<file path="config.mk">
export PLATFORM = sky130hd
export DESIGN_NAME = multicycle_ctrl
export DESIGN_NICKNAME = d
export VERILOG_FILES = /design/src/rtl/arm_ctrl_pkg.sv /design/src/rtl/cond_unit.sv /design/src/rtl/multicycle_ctrl.sv
export SDC_FILE = /design/constraint.sdc
export NUM_CORES = 1
export LEC_CHECK = 0
export CORE_MARGIN = 2
export CORE_UTILIZATION = 44
export DETAILED_ROUTE_END_ITERATION = 10
export MAX_ROUTING_LAYER = met4
export PLACE_DENSITY = 0.84
export SETUP_SLACK_MARGIN = 0.15
export SYNTH_ARGS = -nofsm -noshare
export SYNTH_HDL_FRONTEND = slang
export SYNTH_HIERARCHICAL = 1
export SYNTH_SLANG_ARGS = --single-unit
</file>
<file path="constraint.sdc">
create_clock -name clk -period 6.8 [get_ports clk]
set_input_delay 1.36 -clock clk [delete_from_list [all_inputs] [get_ports clk]]
set_output_delay 1.36 -clock clk [all_outputs]
set_load 0.02 [all_outputs]
</file>
<file path="src/rtl/arm_ctrl_pkg.sv">
`default_nettype none
// ============================================================================
// Module  : arm_ctrl_pkg
// Brief   : Shared types and encodings for the multicycle ARM-subset control.
// Rev     : 1.0 - initial release
// ============================================================================
package arm_ctrl_pkg;

  typedef enum logic [3:0] {
    FETCH    = 4'd0,
    DECODE   = 4'd1,
    MEMADR   = 4'd2,
    MEMREAD  = 4'd3,
    MEMWB    = 4'd4,
    MEMWRITE = 4'd5,
    EXECUTER = 4'd6,
    EXECUTEI = 4'd7,
    ALUWB    = 4'd8,
    BRANCH   = 4'd9
  } state_t;

  localparam logic [1:0] C_ALU_ADD = 2'b00;
  localparam logic [1:0] C_ALU_SUB = 2'b01;
  localparam logic [1:0] C_ALU_XOR = 2'b10;
  localparam logic [1:0] C_ALU_ROR = 2'b11;

  localparam logic [1:0] C_RES_ALUOUT    = 2'b00;
  localparam logic [1:0] C_RES_DATA      = 2'b01;
  localparam logic [1:0] C_RES_ALURESULT = 2'b10;

  localparam logic [1:0] C_SRCB_RD2    = 2'b00;
  localparam logic [1:0] C_SRCB_EXTIMM = 2'b01;
  localparam logic [1:0] C_SRCB_FOUR   = 2'b10;

  localparam logic [1:0] C_OP_DP  = 2'b00;
  localparam logic [1:0] C_OP_MEM = 2'b01;
  localparam logic [1:0] C_OP_BR  = 2'b10;
  localparam logic [1:0] C_OP_ILL = 2'b11;

  localparam logic [3:0] C_COND_EQ = 4'b0000;
  localparam logic [3:0] C_COND_NE = 4'b0001;
  localparam logic [3:0] C_COND_CS = 4'b0010;
  localparam logic [3:0] C_COND_CC = 4'b0011;
  localparam logic [3:0] C_COND_MI = 4'b0100;
  localparam logic [3:0] C_COND_PL = 4'b0101;
  localparam logic [3:0] C_COND_VS = 4'b0110;
  localparam logic [3:0] C_COND_VC = 4'b0111;
  localparam logic [3:0] C_COND_HI = 4'b1000;
  localparam logic [3:0] C_COND_LS = 4'b1001;
  localparam logic [3:0] C_COND_GE = 4'b1010;
  localparam logic [3:0] C_COND_LT = 4'b1011;
  localparam logic [3:0] C_COND_GT = 4'b1100;
  localparam logic [3:0] C_COND_LE = 4'b1101;
  localparam logic [3:0] C_COND_AL = 4'b1110;

  // nzcv is ordered {N, Z, C, V}; the 1111 code never executes
  function automatic logic cond_holds(input logic [3:0] cond, input logic [3:0] nzcv);
    logic n, z, c, v;
    {n, z, c, v} = nzcv;
    case (cond)
      C_COND_EQ: cond_holds = z;
      C_COND_NE: cond_holds = ~z;
      C_COND_CS: cond_holds = c;
      C_COND_CC: cond_holds = ~c;
      C_COND_MI: cond_holds = n;
      C_COND_PL: cond_holds = ~n;
      C_COND_VS: cond_holds = v;
      C_COND_VC: cond_holds = ~v;
      C_COND_HI: cond_holds = c & ~z;
      C_COND_LS: cond_holds = ~c | z;
      C_COND_GE: cond_holds = (n == v);
      C_COND_LT: cond_holds = (n != v);
      C_COND_GT: cond_holds = ~z & (n == v);
      C_COND_LE: cond_holds = z | (n != v);
      C_COND_AL: cond_holds = 1'b1;
      default:   cond_holds = 1'b0;
    endcase
  endfunction

endpackage
`default_nettype wire

</file>
<file path="src/rtl/cond_unit.sv">
`default_nettype none
// ============================================================================
// Module  : cond_unit
// Brief   : NZCV flag register, condition evaluation and flag-write gating.
// Rev     : 1.0 - initial release
// ============================================================================
module cond_unit
  import arm_ctrl_pkg::*;
#(
  parameter logic [3:0] FLAG_INIT = 4'b0000
) (
  input  logic       clk,
  input  logic       rst_n,
  input  logic [3:0] i_cond,
  input  logic [3:0] i_alu_flags,
  input  logic [1:0] i_flag_w,
  output logic       o_cond_ex
);

  logic [3:0] r_flags;
  logic [1:0] w_flag_wr;

  assign o_cond_ex = cond_holds(i_cond, r_flags);

  // A failed condition also suppresses the flag update
  assign w_flag_wr = i_flag_w & {2{o_cond_ex}};

  always_ff @(posedge clk or negedge rst_n) begin
    if (!rst_n) begin
      r_flags <= FLAG_INIT;
    end else begin
      if (w_flag_wr[1]) r_flags[3:2] <= i_alu_flags[3:2];
      if (w_flag_wr[0]) r_flags[1:0] <= i_alu_flags[1:0];
    end
  end

endmodule
`default_nettype wire

</file>
<file path="src/rtl/multicycle_ctrl.sv">
`default_nettype none
// ============================================================================
// Module  : multicycle_ctrl
// Brief   : Multicycle ARM-subset control FSM, ALU decode and strobe gating.
//           Optional MEM_READY_EN adds a mem_ready handshake on memory states.
// Rev     : 1.0 - initial release
// ============================================================================
module multicycle_ctrl
  import arm_ctrl_pkg::*;
#(
  parameter logic [3:0] FLAG_INIT = 4'b0000
) (
  input  logic       clk,
  input  logic       rst_n,
  input  logic [3:0] Cond,
  input  logic [1:0] Op,
  input  logic [5:0] Funct,
  input  logic [3:0] Rd,
  input  logic [3:0] ALUFlags,
`ifdef MEM_READY_EN
  input  logic       mem_ready,
`endif
  output logic       PCWrite,
  output logic       AdrSrc,
  output logic       MemWrite,
  output logic       IRWrite,
  output logic [1:0] ResultSrc,
  output logic       ALUSrcA,
  output logic [1:0] ALUSrcB,
  output logic [1:0] ALUControl,
  output logic [1:0] ImmSrc,
  output logic [1:0] RegSrc,
  output logic       RegWrite,
  output logic       illegal
);

  state_t     r_state;
  state_t     w_next_state;
  logic       w_mem_rdy;
  logic       w_irw;
  logic       w_next_pc;
  logic       w_branch;
  logic       w_regw;
  logic       w_memw;
  logic       w_alu_op;
  logic [1:0] w_alu_ctrl;
  logic [1:0] w_flag_w;
  logic       w_cond_ex;
  logic       w_pcs;

`ifdef MEM_READY_EN
  assign w_mem_rdy = mem_ready;
`else
  assign w_mem_rdy = 1'b1;
`endif

  always_ff @(posedge clk or negedge rst_n) begin
    if (!rst_n) r_state <= FETCH;
    else        r_state <= w_next_state;
  end

  always_comb begin
    w_next_state = r_state;
    case (r_state)
      FETCH:    if (w_mem_rdy) w_next_state = DECODE;
      DECODE: begin
        case (Op)
          C_OP_MEM: w_next_state = MEMADR;
          C_OP_DP:  w_next_state = Funct[5] ? EXECUTEI : EXECUTER;
          C_OP_BR:  w_next_state = BRANCH;
          default:  w_next_state = FETCH;
        endcase
      end
      MEMADR:   w_next_state = Funct[0] ? MEMREAD : MEMWRITE;
      MEMREAD:  if (w_mem_rdy) w_next_state = MEMWB;
      MEMWRITE: if (w_mem_rdy) w_next_state = FETCH;
      EXECUTER: w_next_state = ALUWB;
      EXECUTEI: w_next_state = ALUWB;
      default:  w_next_state = FETCH;
    endcase
  end

  always_comb begin
    w_irw     = 1'b0;
    w_next_pc = 1'b0;
    w_branch  = 1'b0;
    w_regw    = 1'b0;
    w_memw    = 1'b0;
    w_alu_op  = 1'b0;
    AdrSrc    = 1'b0;
    ALUSrcA   = 1'b0;
    ALUSrcB   = C_SRCB_RD2;
    ResultSrc = C_RES_ALUOUT;
    illegal   = 1'b0;
    case (r_state)
      FETCH: begin
        w_irw     = w_mem_rdy;
        w_next_pc = w_mem_rdy;
        ALUSrcA   = 1'b1;
        ALUSrcB   = C_SRCB_FOUR;
        ResultSrc = C_RES_ALURESULT;
      end
      DECODE: begin
        ALUSrcA   = 1'b1;
        ALUSrcB   = C_SRCB_FOUR;
        ResultSrc = C_RES_ALURESULT;
        illegal   = (Op == C_OP_ILL);
      end
      MEMADR:   ALUSrcB = C_SRCB_EXTIMM;
      MEMREAD:  AdrSrc  = 1'b1;
      MEMWB: begin
        ResultSrc = C_RES_DATA;
        w_regw    = 1'b1;
      end
      MEMWRITE: begin
        AdrSrc = 1'b1;
        w_memw = w_mem_rdy;
      end
      EXECUTER: w_alu_op = 1'b1;
      EXECUTEI: begin
        ALUSrcB  = C_SRCB_EXTIMM;
        w_alu_op = 1'b1;
      end
      ALUWB:    w_regw = 1'b1;
      BRANCH: begin
        ALUSrcB   = C_SRCB_EXTIMM;
        ResultSrc = C_RES_ALURESULT;
        w_branch  = 1'b1;
      end
      default: ;
    endcase
  end

  // Flag writes only arise while ALUOp is high, i.e. in the execute states
  always_comb begin
    w_alu_ctrl = C_ALU_ADD;
    w_flag_w   = 2'b00;
    if (w_alu_op) begin
      case (Funct[4:1])
        4'b1000: w_alu_ctrl = C_ALU_ADD;
        4'b1001: w_alu_ctrl = C_ALU_SUB;
        4'b0010: w_alu_ctrl = C_ALU_XOR;
        4'b1110: w_alu_ctrl = C_ALU_ROR;
        default: w_alu_ctrl = C_ALU_ADD;
      endcase
      w_flag_w[1] = Funct[0];
      w_flag_w[0] = Funct[0] & ((w_alu_ctrl == C_ALU_ADD) || (w_alu_ctrl == C_ALU_SUB));
    end
  end

  cond_unit #(
    .FLAG_INIT (FLAG_INIT)
  ) u_cond_unit (
    .clk         (clk),
    .rst_n       (rst_n),
    .i_cond      (Cond),
    .i_alu_flags (ALUFlags),
    .i_flag_w    (w_flag_w),
    .o_cond_ex   (w_cond_ex)
  );

  assign ALUControl = w_alu_ctrl;
  assign ImmSrc     = Op;
  assign RegSrc     = {(Op == C_OP_MEM) & ~Funct[0], (Op == C_OP_BR)};
  assign w_pcs      = w_branch | (w_regw & (Rd == 4'b1111));

  // Strobes are forced low while reset is held, even though state reads FETCH
  assign IRWrite  = w_irw & rst_n;
  assign RegWrite = w_regw & w_cond_ex & rst_n;
  assign MemWrite = w_memw & w_cond_ex & rst_n;
  assign PCWrite  = (w_next_pc | (w_pcs & w_cond_ex)) & rst_n;

endmodule
`default_nettype wire

</file>
==> flow_metrics.py <==
metrics = {
    "status": {
        "status": "completed",
    },
    "power": {
        "leakage_nw": 0.478,
        "vdd_drop_max_mv": 0.323,
        "powerDensity_nw_per_um2": 346,
        "finalPower_mw": 0.422,
    },
    "worst_setup_path": {
        "crit_path_max_fanout": 8,
        "cp_slowest_cell": "clkdlybuf4s50_1",
        "path_buf_inv": 2,
        "start_kind": "input port",
        "critical_path.top_delay_family": "buffers and inverters",
        "crit_top_cell": "clkdlybuf4s50_1",
        "cp_slowest_stage_delay_ps": 610,
        "end_kind": "primary output",
        "crit_required_ps": 5440,
        "path_class": "in2out",
        "worstPathCellList": "clkdlybuf4s50_1 -> or3b_1 -> o31ai_1 -> a32oi_1 -> o32ai_4 -> or2_2 -> nand2_1 -> a2111oi_4 -> a32o_2 -> clkdlybuf4s50_1",
        "arrival_ps": 4130,
    },
    "synthesis": {
        "synth-seq-cells": 8,
        "synth_seq_area_share_pct": 23.5,
        "ys_async_sr_fraction_pct": 100,
        "ys_warn_count": 6,
        "synthFlopType": "dfrtp_1",
        "synth_edf_count": 0,
        "synth.distinct_cells": 43,
        "synth_fp_nets": 119,
        "synth_cells": 97,
        "syn_area_um2": 851,
        "syn_avg_cell_area_um2": 8.77,
    },
    "clocking": {
        "root_buffer": "clkbuf_4",
        "clockBufferDepth": 2,
        "cts.clk_slew.worst_paths_ps": 50,
        "cts_num_sinks": 8,
        "cts.htree.levels": 1,
        "insertion_delay_ps": 250,
        "ctsHoldBuffers": 0,
        "post_cts_buffers": 0,
        "ctsResizeCount": 0,
        "cts_buffers": 3,
        "cts_tree": "yes",
    },
    "sta": {
        "finalSetupViolations": 0,
        "fin_crit_sh_pct": 80.7,
        "min_period_ps": 5490,
        "slew_headroom_pct": 62.2,
        "finalMaxSlewViolations": 0,
        "fmax_mhz": 182,
        "hold_violations": 0,
        "tightest_slew_ps": 567,
        "hold_ws_ps": 564,
        "fin_setup_tns_ps": 0,
        "skew_ps": 4.49,
        "setup_ws_ps": 1310,
        "rsz0062_at_grt": "false",
    },
    "routing": {
        "ant_nets": 0,
        "dr.pass1.iters": 5,
        "drt_iter0_markers": 20,
        "viasPerCell": 5.46,
        "finalWirelength_um": 1990,
        "wl_per_cell_um": 12.9,
        "drcViolationCount": 0,
        "vias": 841,
    },
    "grt": {
        "antenna_found_initial": 0,
        "grt_usage_pct": 20.7,
        "grt_pass1_vias": 770,
        "grt_max_degree": 18,
        "grt_pass1_wl_um": 3220,
        "grt_overflow": 0,
    },
    "cells_and_area": {
        "stdcell_area_um2": 1220,
        "final_core_util_pct": 69.2,
        "n_antenna_cell": 0,
        "nFillCells": 156,
        "layout.nets": 153,
        "syn_to_final_growth_pct": 43.5,
        "fin_cells": 154,
        "layout-drive-gt1-share_pct": 10.9,
    },
    "floorplanning": {
        "die_w_um": 48.0,
        "die-area_um2": 2300,
        "core-area_um2": 1760,
        "initial_core_util_pct": 48.2,
        "row_count": 15,
        "die_height_um": 48.0,
        "io_pins": 39,
    },
    "hold_path": {
        "hp-class": "reg2reg",
    },
    "placed_design": {
        "place_area_um2": 1200,
        "place_ws_ps": 1300,
        "dpl.hpwl_um": 1590,
        "dp.cells": 151,
        "place.gp.congestion": 0.840,
        "port_buffers": 38,
    },
    "job": {
        "cap_violations": 0,
    },
}
==> power by group <==
part           internal [mW]  switching, mW  total, mW
logic                  0.138          0.134      0.272
clock network         0.0202         0.0156     0.0357
registers             0.0652         0.0495      0.115
total                  0.223          0.199      0.422
==> synth_stat cells, drive strengths merged, types with 2 or more instances <==
cell type,instances,share of area [%]
nor2,6,2.6
and3,2,1.5
or2,2,1.5
o21ai,6,4.4
buf,8,7.1
nand2,7,3.1
nor3,5,2.9
mux2,4,5.3
nand3,2,1.2
nor3b,4,3.5
a21oi,5,2.9
nor2b,4,2.9
xnor2,5,5.1
nand2b,3,4.0
inv,4,1.8
dfrtp,8,24
==> layout make-up <==
class / count / area, um^2 / share of cell area (%)
Multi-Input combinational cell: 76 / 572 / 46.8
Timing Repair Buffer: 38 / 380 / 31.1
Sequential cell: 8 / 200 / 16.4
Tap cell: 25 / 31.3 / 2.56
Clock buffer: 3 / 22.5 / 1.84
Inverter: 4 / 15.0 / 1.23
==> logic make-up (layout without fill, tap and decap cells) <==
| logic type | Yosys count | in the layout | share of synthesized area [%] |
|---|---|---|---|
| buffers and inverters | 13 | 45 | 9.26 |
| AO/OA/AOI/OAI | 21 | 21 | 22.1 |
| XOR/XNOR | 6 | 6 | 6.18 |
| multiplexers | 5 | 5 | 6.47 |
| flip-flops | 8 | 8 | 23.5 |
| AND/OR/NAND/NOR | 44 | 44 | 32.5 |
==> per-layer routing <==
metal  GRT usage [%]  vias to the layer above  wire [um]
met1            25.4                      399        826
met2            33.6                       29       1070
met4            9.73                        0          0
li1                -                      413          -
met3            2.26                        0         88
met5               -                        -          0
==> flip-flops by register name, summed over array words and instances, names as in the netlist <==
name and cells:
u_cond_unit/r_flags 4, r_state 4
==> final timing paths <==
path,startpoint,endpoint,slack (ps),cells after the start
worst max-delay path,Cond[2],PCWrite,1310,10
worst min-delay path,u_cond_unit/r_flags[1],u_cond_unit/r_flags[1],560,1
worst max register to register,u_cond_unit/r_flags[3],u_cond_unit/r_flags[0],4870,6
worst min register to register,u_cond_unit/r_flags[1],u_cond_unit/r_flags[1],560,1
max in group asynchronous,rst_n,u_cond_unit/r_flags[3],5080,1
min in group asynchronous,rst_n,r_state[1],1420,1
==> layout by cell type, fill, tap and decap left out, types with 2 or more instances in the layout <==
cell type,instances
a21oi_1,5
and3_1,2
clkbuf_4,3
clkdlybuf4s50_1,38
dfrtp_1,8
inv_1,4
mux2_1,4
nand2_1,7
nand2b_4,2
nand3_1,2
nor2_1,6
nor2b_1,4
nor3_1,5
nor3b_1,4
o21ai_0,4
o21ai_2,2
xnor2_1,5
(Power assumes the default switching activity.)
